**config.mk**
```make
export PLATFORM = sky130hd
export DESIGN_NAME = sd_img_server_flat
export DESIGN_NICKNAME = d
export VERILOG_FILES = /design/src/rtl/sd_img_pkg.sv /design/src/rtl/sd_img_server_if.sv /design/src/rtl/sd_img_server.sv /design/src/flat_wrapper.sv
export SDC_FILE = /design/constraint.sdc
export NUM_CORES = 1
export LEC_CHECK = 0
export CORE_ASPECT_RATIO = 1.4
export CORE_MARGIN = 2
export CORE_UTILIZATION = 62
export CTS_CLUSTER_SIZE = 16
export DETAILED_ROUTE_END_ITERATION = 8
export DONT_BUFFER_PORTS = 1
export PLACE_DENSITY = 0.82
export SLEW_MARGIN = 25
export SYNTH_ARGS = -nofsm -noshare
export SYNTH_HDL_FRONTEND = slang
export SYNTH_SLANG_ARGS = --single-unit
```
**constraint.sdc**
```tcl
create_clock -name clk_sys_i -period 7.1 [get_ports clk_sys_i]
set_input_delay 0 -clock clk_sys_i [delete_from_list [all_inputs] [get_ports clk_sys_i]]
set_output_delay 0 -clock clk_sys_i [all_outputs]
set_load 0.05 [all_outputs]
```
**src/rtl/sd_img_pkg.sv**
```systemverilog
// sd_img_pkg: shared state type and sector constants for the SDRAM-backed sector server.
package sd_img_pkg;

    localparam int unsigned SECTOR_BYTES = 512;
    localparam int unsigned IDX_W        = 9;
    localparam logic [IDX_W-1:0] LAST_IDX = IDX_W'(SECTOR_BYTES - 1);

    typedef enum logic [2:0] {
        StIdle,
        StRdMem,
        StRdPush,
        StWrAddr,
        StWrWait,
        StWrMem,
        StDone
    } state_e;

    // Number of sectors an image spans, counting a partial last sector as whole.
    function automatic logic [23:0] sector_count(input logic [31:0] size);
        logic [32:0] sum;
        sum = {1'b0, size} + 33'd511;
        return sum[32:9];
    endfunction

endpackage

```
**src/rtl/sd_img_server_if.sv**
```systemverilog
// sd_img_server_if: u765 sector handshake plus the SDRAM byte port, bundled.
interface sd_img_server_if;
    import sd_img_pkg::*;

    logic [31:0]      sd_lba;
    logic             sd_rd;
    logic             sd_wr;
    logic             sd_ack;
    logic [IDX_W-1:0] sd_buff_addr;
    logic [7:0]       sd_buff_dout;
    logic             sd_buff_wr;
    logic [7:0]       sd_buff_din;

    logic [24:0]      mem_addr;
    logic             mem_rd;
    logic             mem_wr;
    logic [7:0]       mem_dout;
    logic [7:0]       mem_din;
    logic             mem_ready;

    // slave: the sector server; master: the requester and SDRAM side.
    modport slave (
        input  sd_lba, sd_rd, sd_wr, sd_buff_din, mem_din, mem_ready,
        output sd_ack, sd_buff_addr, sd_buff_dout, sd_buff_wr,
        output mem_addr, mem_rd, mem_wr, mem_dout
    );

    modport master (
        output sd_lba, sd_rd, sd_wr, sd_buff_din, mem_din, mem_ready,
        input  sd_ack, sd_buff_addr, sd_buff_dout, sd_buff_wr,
        input  mem_addr, mem_rd, mem_wr, mem_dout
    );

endinterface

```
**src/rtl/sd_img_server.sv**
```systemverilog
// sd_img_server: serves 512-byte sectors to u765 from a disk image resident in SDRAM.
// Define SDIMG_WRITE_EN to build the write path; otherwise writes are acked and dropped.
module sd_img_server
    import sd_img_pkg::*;
#(
    parameter logic [24:0] IMG_BASE = 25'h0800000,
    parameter int unsigned BUF_LAT  = 2
) (
    input logic            clk_sys_i,
    input logic            reset_i,
    input logic [31:0]     img_size_i,
    sd_img_server_if.slave bus_io
);

    state_e           state_q;
    logic [15:0]      lba_q;
    logic [IDX_W-1:0] idx_q;
    logic             in_range_q;
    logic             ack_q;
    logic [IDX_W-1:0] buff_addr_q;
    logic [7:0]       buff_dout_q;
    logic             buff_wr_q;
    logic [24:0]      mem_addr_q;
    logic             mem_rd_q;

    logic [23:0]      n_sectors;
    logic             req_in_range;
    logic [24:0]      cur_addr;

    assign n_sectors    = sector_count(img_size_i);
    assign req_in_range = bus_io.sd_lba < {8'd0, n_sectors};
    // Only lba[15:0] reaches the address; the sum wraps at 25 bits.
    assign cur_addr     = IMG_BASE + {lba_q, idx_q};

`ifdef SDIMG_WRITE_EN
    localparam int unsigned WaitW = $clog2(BUF_LAT + 2);

    logic             mem_wr_q;
    logic [7:0]       mem_dout_q;
    logic [WaitW-1:0] wait_q;
`endif

    always_ff @(posedge clk_sys_i) begin
        if (reset_i) begin
            state_q     <= StIdle;
            lba_q       <= '0;
            idx_q       <= '0;
            in_range_q  <= 1'b0;
            ack_q       <= 1'b0;
            buff_addr_q <= '0;
            buff_dout_q <= '0;
            buff_wr_q   <= 1'b0;
            mem_addr_q  <= '0;
            mem_rd_q    <= 1'b0;
`ifdef SDIMG_WRITE_EN
            mem_wr_q    <= 1'b0;
            mem_dout_q  <= '0;
            wait_q      <= '0;
`endif
        end else begin
            buff_wr_q <= 1'b0;
            unique case (state_q)
                StIdle: begin
                    if (bus_io.sd_rd || bus_io.sd_wr) begin
                        lba_q      <= bus_io.sd_lba[15:0];
                        idx_q      <= '0;
                        in_range_q <= req_in_range;
                        ack_q      <= 1'b1;
                        state_q    <= bus_io.sd_rd ? StRdMem : StWrAddr;
                    end
                end
                StRdMem: begin
                    if (!in_range_q) begin
                        buff_addr_q <= idx_q;
                        buff_dout_q <= 8'hFF;
                        buff_wr_q   <= 1'b1;
                        state_q     <= StRdPush;
                    end else if (!mem_rd_q) begin
                        mem_rd_q   <= 1'b1;
                        mem_addr_q <= cur_addr;
                    end else if (bus_io.mem_ready) begin
                        mem_rd_q    <= 1'b0;
                        buff_addr_q <= idx_q;
                        buff_dout_q <= bus_io.mem_din;
                        buff_wr_q   <= 1'b1;
                        state_q     <= StRdPush;
                    end
                end
                StRdPush: begin
                    if (idx_q == LAST_IDX) begin
                        ack_q   <= 1'b0;
                        state_q <= StDone;
                    end else begin
                        idx_q   <= idx_q + 1'b1;
                        state_q <= StRdMem;
                    end
                end
`ifdef SDIMG_WRITE_EN
                StWrAddr: begin
                    buff_addr_q <= idx_q;
                    wait_q      <= '0;
                    state_q     <= StWrWait;
                end
                StWrWait: begin
                    // Requester RAM needs BUF_LAT cycles after the address moves.
                    if (wait_q == WaitW'(BUF_LAT)) begin
                        mem_dout_q <= bus_io.sd_buff_din;
                        state_q    <= StWrMem;
                    end else begin
                        wait_q <= wait_q + 1'b1;
                    end
                end
                StWrMem: begin
                    if (in_range_q && !mem_wr_q) begin
                        mem_wr_q   <= 1'b1;
                        mem_addr_q <= cur_addr;
                    end else if (!in_range_q || bus_io.mem_ready) begin
                        mem_wr_q <= 1'b0;
                        if (idx_q == LAST_IDX) begin
                            ack_q   <= 1'b0;
                            state_q <= StDone;
                        end else begin
                            idx_q   <= idx_q + 1'b1;
                            state_q <= StWrAddr;
                        end
                    end
                end
`else
                StWrAddr: begin
                    // Write requests only step through the sector; nothing reaches SDRAM.
                    buff_addr_q <= idx_q;
                    if (idx_q == LAST_IDX) begin
                        ack_q   <= 1'b0;
                        state_q <= StDone;
                    end else begin
                        idx_q <= idx_q + 1'b1;
                    end
                end
`endif
                StDone: begin
                    ack_q <= 1'b0;
                    if (!bus_io.sd_rd && !bus_io.sd_wr) begin
                        state_q <= StIdle;
                    end
                end
                default: state_q <= StIdle;
            endcase
        end
    end

    assign bus_io.sd_ack       = ack_q;
    assign bus_io.sd_buff_addr = buff_addr_q;
    assign bus_io.sd_buff_dout = buff_dout_q;
    assign bus_io.sd_buff_wr   = buff_wr_q;
    assign bus_io.mem_addr     = mem_addr_q;
    assign bus_io.mem_rd       = mem_rd_q;
`ifdef SDIMG_WRITE_EN
    assign bus_io.mem_wr       = mem_wr_q;
    assign bus_io.mem_dout     = mem_dout_q;
`else
    assign bus_io.mem_wr       = 1'b0;
    assign bus_io.mem_dout     = 8'h00;
`endif

endmodule

```
**src/flat_wrapper.sv**
```systemverilog
// flat-port wrapper written by rule: the top's interface ports become plain ports
module sd_img_server_flat import sd_img_pkg::*;
#(
    parameter logic [24:0] IMG_BASE = 25'h0800000,
    parameter int unsigned BUF_LAT  = 2
)
  (clk_sys_i, reset_i, img_size_i, bus_io_sd_lba, bus_io_sd_rd, bus_io_sd_wr, bus_io_sd_buff_din, bus_io_mem_din, bus_io_mem_ready, bus_io_sd_ack, bus_io_sd_buff_addr, bus_io_sd_buff_dout, bus_io_sd_buff_wr, bus_io_mem_addr, bus_io_mem_rd, bus_io_mem_wr, bus_io_mem_dout);
  sd_img_server_if bus_io_i ();
  input logic clk_sys_i;
  input logic reset_i;
  input logic [31:0] img_size_i;
  input wire logic [$bits(bus_io_i.sd_lba)-1:0] bus_io_sd_lba;
  input wire logic [$bits(bus_io_i.sd_rd)-1:0] bus_io_sd_rd;
  input wire logic [$bits(bus_io_i.sd_wr)-1:0] bus_io_sd_wr;
  input wire logic [$bits(bus_io_i.sd_buff_din)-1:0] bus_io_sd_buff_din;
  input wire logic [$bits(bus_io_i.mem_din)-1:0] bus_io_mem_din;
  input wire logic [$bits(bus_io_i.mem_ready)-1:0] bus_io_mem_ready;
  output wire logic [$bits(bus_io_i.sd_ack)-1:0] bus_io_sd_ack;
  output wire logic [$bits(bus_io_i.sd_buff_addr)-1:0] bus_io_sd_buff_addr;
  output wire logic [$bits(bus_io_i.sd_buff_dout)-1:0] bus_io_sd_buff_dout;
  output wire logic [$bits(bus_io_i.sd_buff_wr)-1:0] bus_io_sd_buff_wr;
  output wire logic [$bits(bus_io_i.mem_addr)-1:0] bus_io_mem_addr;
  output wire logic [$bits(bus_io_i.mem_rd)-1:0] bus_io_mem_rd;
  output wire logic [$bits(bus_io_i.mem_wr)-1:0] bus_io_mem_wr;
  output wire logic [$bits(bus_io_i.mem_dout)-1:0] bus_io_mem_dout;
  assign bus_io_i.sd_lba = bus_io_sd_lba;
  assign bus_io_i.sd_rd = bus_io_sd_rd;
  assign bus_io_i.sd_wr = bus_io_sd_wr;
  assign bus_io_i.sd_buff_din = bus_io_sd_buff_din;
  assign bus_io_i.mem_din = bus_io_mem_din;
  assign bus_io_i.mem_ready = bus_io_mem_ready;
  assign bus_io_sd_ack = bus_io_i.sd_ack;
  assign bus_io_sd_buff_addr = bus_io_i.sd_buff_addr;
  assign bus_io_sd_buff_dout = bus_io_i.sd_buff_dout;
  assign bus_io_sd_buff_wr = bus_io_i.sd_buff_wr;
  assign bus_io_mem_addr = bus_io_i.mem_addr;
  assign bus_io_mem_rd = bus_io_i.mem_rd;
  assign bus_io_mem_wr = bus_io_i.mem_wr;
  assign bus_io_mem_dout = bus_io_i.mem_dout;
  sd_img_server #(.IMG_BASE(IMG_BASE), .BUF_LAT(BUF_LAT)) u_core (.clk_sys_i(clk_sys_i), .reset_i(reset_i), .img_size_i(img_size_i), .bus_io(bus_io_i));
endmodule
```
# After elaboration in Yosys (flattened, before gate mapping)
# Index checks and enable logic that the tools add are counted.
# word_totals
out_inout_bits	54
n_memories	0
inputBits	85
reg_bits	74
ramBits	0
wordCells	75
mem_bits_ro	0
latchBits	0
# op_classes
reduce_logical	18
div	0
shift	0
add_sub_neg	3
eq_ne	14
multipliers	0
n_lt_le_gt_ge	1
bitwise	2
muxes	27
# op_table
cell	n
$mux W9	5
$pmux W9 S2	2
$add A32 B9 Y33 const B	1
$lt A32 B24 Y1	1
$add A24 B25 Y25 const A	1
$mux W8	3
$mux W3	7
$pmux W3 S5	1
$reduce_and A3 Y1	5
$add A9 B1 Y9 const B	1
$eq A9 B9 Y1 const B	1
$ne A2 B1 Y1 const B	4
$mux W1	7
$eq A3 B2 Y1 const B	2
$ne A2 B2 Y1 const B	3
$ne A3 B3 Y1 const B	2
$reduce_and A5 Y1	1
$reduce_and A2 Y1	2
$reduce_bool A2 Y1	2
$reduce_or A2 Y1	2
$eq A3 B1 Y1 const B	1
$eq A3 B3 Y1 const B	1
$logic_not A3 Y1	1
$pmux W1 S3	1
6 further kinds	8

# Longest topological paths before layout
# logic_depth
word_depth	4
ltp_mapped	11
mapped_depth_nobuf	11

# Least setup slack after synthesis
# No wires, ideal clock.
# synth_path
path_kind	in2reg
start	in img_size_i[6]
end	reg u_core.in_range_q
stages	11
setup_time_ps	120
required_time_ps	6980
arrival_time_ps	2433
path_buffers	0
slack_ps	4546
path_cell_list	or4_4 > o311ai_4 > nor2_2 > and3_1 > xnor2_1 > ha_1 > nand4_1 > nor4_1 > nand4_1 > a41oi_1 > o21ai_1
# synth_between
elab_chain_cells	2
# synth_lines
item	line_no	source
start, declared	flat_wrapper.sv:11	input logic [31:0] img_size_i;
$add A32 B9 Y33	sd_img_pkg.sv:21	sum = {1'b0, size} + 33'd511;
$lt A32 B24 Y1	sd_img_server.sv:31	assign req_in_range = bus_io.sd_lba < {8'd0, n_sectors};
end signal, assigned	sd_img_server.sv:67	in_range_q <= req_in_range;
end, declared	sd_img_server.sv:18	logic in_range_q;
# Every way passes these cells.
# A chain may end at the register's enable or synchronous reset.

# Worst setup path after layout
# layout_path
start	reg u_core.state_q[2]
end	reg u_core.buff_addr_q[4], in the netlist u_core.bus_io.sd_buff_addr[4]
# layout_between
elab_chain_cells	3
elab_cells_between_ends	7
cone_classes	4 x eq/ne; 1 x mux; 2 x reduce/logical
# layout_lines
item	line_no	source
start, declared	sd_img_server.sv:15	state_e state_q;
start signal, assigned	sd_img_server.sv:45	state_q <= StIdle;
start signal, assigned	sd_img_server.sv:69	state_q <= bus_io.sd_rd ? StRdMem : StWrAddr;
start signal, assigned	sd_img_server.sv:77	state_q <= StRdPush;
$eq A3 B1 Y1 / $eq A3 B2 Y1 (equally long branches)	sd_img_server.sv:62	unique case (state_q)
$ne A3 B3 Y1 (no line) / $reduce_bool A2 Y1 (equally long branches)	n/a	
$reduce_and A3 Y1 (no line)	n/a	
end signal, assigned	sd_img_server.sv:74	buff_addr_q <= idx_q;
end signal, assigned	sd_img_server.sv:83	buff_addr_q <= idx_q;
end signal, assigned	sd_img_server.sv:131	buff_addr_q <= idx_q;
end, declared	sd_img_server.sv:20	logic [IDX_W-1:0] buff_addr_q;
# Parallel ways exist; a longest one is shown, timed or not.

==> metrics.txt <==
Hold EP=u_core.in_range_q$_SDFFE_PP0P_; worst-path fanout max=20; Switching Share=25.1%; vias in the first global route=3427; RSZ-0062 raised after global routing=no; Hold WC Path Type=input port to register; post-synthesis register bit count=74; CP Launch Type=register; DRC viols=0; power density over the cells=228 mW/mm2; fillcell total=443; Seq pwr share=46.4%; drt pass-1 iters=4; Avg Cell Area, Syn=8.05 um2; most frequent cells in the layout=nand2_1 (101), dfxtp_1 (74), a21oi_1 (54); switching power=0.000251 W; first-pass GRT wire length=14700 um; multi-input logic area=0.00219 mm2; WL/cell=15.8 um; RR Startpoint=u_core.state_q[2]$_SDFFE_PP0P_; setup violators final=0; period utilisation layout=36.0%; register cell area after layout=0.00148 mm2; Synth Warn #=0; Reg clk slew, reported paths=0.07 ns; r2r worst-path depth=7; Fmax=0.391 GHz; antenna-violating nets left=0; status=complete, no violations; Hold Path Stages=4; Final Hold Vio Count=0; Initial Util=64.6%; gpl congestion=0.841; Placed Cells=526; root buf cell=clkbuf_8; initial antenna violation count=0; CTS max path bufs=2; number of DRC violations after detailed-routing iteration 0=231; clk sink count=74; element type at the critical path end=register; worst hold slack=0.00167 ns; Worst EP required=7.34 ns; WL final=9030 um; Cell Count, Final, Fillers Out=572; dominant synthesized flop cell=dfxtp_1; minimum clock period=2.56 ns; combinational share of power=12.2%; commonest non-fill, non-tap cell in the layout=nand2_1; setup repair bufs after CTS=0; hold_sp=bus_io_sd_lba[23]; CTS tree=yes; Worst VDD drop=95.9 uV; Cell Int Power=0.000749 W; diode count=0; Slew headroom=37.3%; reg2reg setup slack=4.54 ns; Pleak=1.60 nW; CP Class=register to register; DP HPWL=6250 um; largest net degree at the start of global routing=76; Reg-to-Reg End=u_core.bus_io.sd_buff_addr[4]$_SDFFE_PP0P_; Top-Level Pins=139; maxcap violations=0; Mapped Area=0.00381 mm2; std cell rows=33; Setup TNS=0 ns; clock power share=41.4%; nets@finish=608; Die W=70.3 um; Max Slew Vio Count=0; via/cell ratio=5.96; GRT overflow=0; GRT Total Usage=26.5%; Clk Latency, worst-skew pair=0.35 ns; share of cells above drive strength 1=5.78%; Final Util=74.4%; CTS HTree Levels=3; WP data arrival=2.80 ns; Num CTS Buffers=9; Clock Skews=0.00732 ns; port bufs=0; Worst Tran Pin Value=0.939 ns; Die ar.=0.00681 mm2; Synth cell types=46; core box area=0.00590 mm2; Post-Syn Instances=474; register area share after synthesis=38.8%; area grow syn2layout=15.2%; Post-synth EDFFs=0; Synth async-reset ratio=0%; DIE HEIGHT=96.8 um; via count=3407
[cell usage after synthesis (2+ instances only)]
master | instances | area, um2
nand2_1 | 101 | 379
dfxtp_1 | 74 | 1480
a21oi_1 | 54 | 270
nor2_1 | 40 | 150
ha_1 | 25 | 313
nor3_1 | 24 | 120
xnor2_1 | 18 | 158
clkbuf_1 | 14 | 52.6
nand4_1 | 14 | 87.6
nor4_1 | 11 | 68.8
xor2_1 | 11 | 96.3
mux2i_1 | 10 | 100
nand3_1 | 10 | 50.1
buf_4 | 9 | 67.6
inv_1 | 8 | 30.0
buf_2 | 5 | 25.0
o21ai_0 | 5 | 25.0
nor2b_1 | 4 | 25.0
a211oi_1 | 3 | 22.5
and4_1 | 3 | 26.3
a22oi_1 | 2 | 15.0
nor3b_1 | 2 | 15.0
nor4b_1 | 2 | 17.5
or3_1 | 2 | 12.5
or4_4 | 2 | 22.5
[power groups by stage]
stage / clock (W) / combinational, W / sequential, W
after global placement: 0 / 0.0000941 / 0.000473
final: 0.000414 / 0.000122 / 0.000464
after floorplan: 0 / 0.0000918 / 0.000470
after detailed placement: 0 / 0.0000982 / 0.000473
after CTS: 0.000419 / 0.000119 / 0.000464
after global routing: 0.000433 / 0.000137 / 0.000466
[sequential cells by signal, summed over array words and instances, names as in the netlist, 3 cells and up]
| register | count |
|---|---|
| u_core.idx_q | 9 |
| u_core.state_q | 3 |
| u_core.bus_io.sd_buff_dout | 8 |
| u_core.lba_q | 16 |
| u_core.bus_io.sd_buff_addr | 9 |
| u_core.bus_io.mem_addr | 25 |
[worst max-delay path: stages (launching register included)]
cell,delay (ns)
dfxtp_1,0.74
and4bb_2,0.34
and2_1,0.19
nor3_1,0.14
buf_4,0.23
mux2i_1,0.20
nor2_1,0.05
dlygate4sd3_1,0.55
[worst max-delay path by stage]
stage	slack (ns)	end	depth (start not counted)	start
finish	4.54	u_core.bus_io.sd_buff_addr[4]$_SDFFE_PP0P_	7	u_core.state_q[2]$_SDFFE_PP0P_
global route	4.31	u_core.bus_io.sd_buff_addr[4]$_SDFFE_PP0P_	7	u_core.state_q[2]$_SDFFE_PP0P_
CTS	4.55	u_core.bus_io.sd_buff_addr[4]$_SDFFE_PP0P_	7	u_core.state_q[2]$_SDFFE_PP0P_
detailed placement	4.23	u_core.in_range_q$_SDFFE_PP0P_	11	img_size_i[6]
global placement	4.27	u_core.in_range_q$_SDFFE_PP0P_	11	img_size_i[6]
floorplan	4.55	u_core.in_range_q$_SDFFE_PP0P_	11	img_size_i[6]
[stage by stage]
step | area [um2] | worst slack [ns] | power (W)
6_report | 4390 | 4.54 | 0.00100
5_1_grt | 4390 | 4.31 | 0.00104
4_1_cts | 4390 | 4.55 | 0.00100
3_5_place_dp | 3810 | 4.23 | 0.000572
3_3_place_gp | 3810 | 4.27 | 0.000567
2_1_floorplan | 3840 | 4.55 | 0.000562
[logic make-up (layout without fill, tap and decap cells)]
group                    count (synthesis)  after routing  share of synthesized area (%)
AO/OA/AOI/OAI                           74             74                           11.5
AND/OR/NAND/NOR                        223            223                           27.1
XOR/XNOR                                29             29                           6.66
multiplexers                            11             11                           2.92
other                                    1              9                         0.0983
buffers and inverters                   37             57                           4.69
flip-flops                              74             74                           38.8
adder cells (fa/ha/maj)                 25             25                           8.20
[area by class of cell]
cell class,instances,share of cell area (%)
Clock inverter,5,2.90
Tap cell,70,1.99
Sequential cell,74,33.7
Clock buffer,10,2.90
Multi-Input combinational cell,371,49.8
Inverter,8,0.683
Timing Repair Buffer,34,7.97
[what timing repair did]
item                      in CTS  in global routing
hold buffers                  31                  0
resized for setup              0                  0
hold endpoints to repair      74                  0
[per-layer routing]
metal | GRT usage, % | vias to the layer above | wire [um]
li1 | - | 1682 | -
met1 | 27.1 | 1540 | 3250
met2 | 46.4 | 147 | 4660
met3 | 6.15 | 38 | 686
met4 | 18.5 | 0 | 434
met5 | 0 | - | 0
Power figures use the tool's default switching activity.
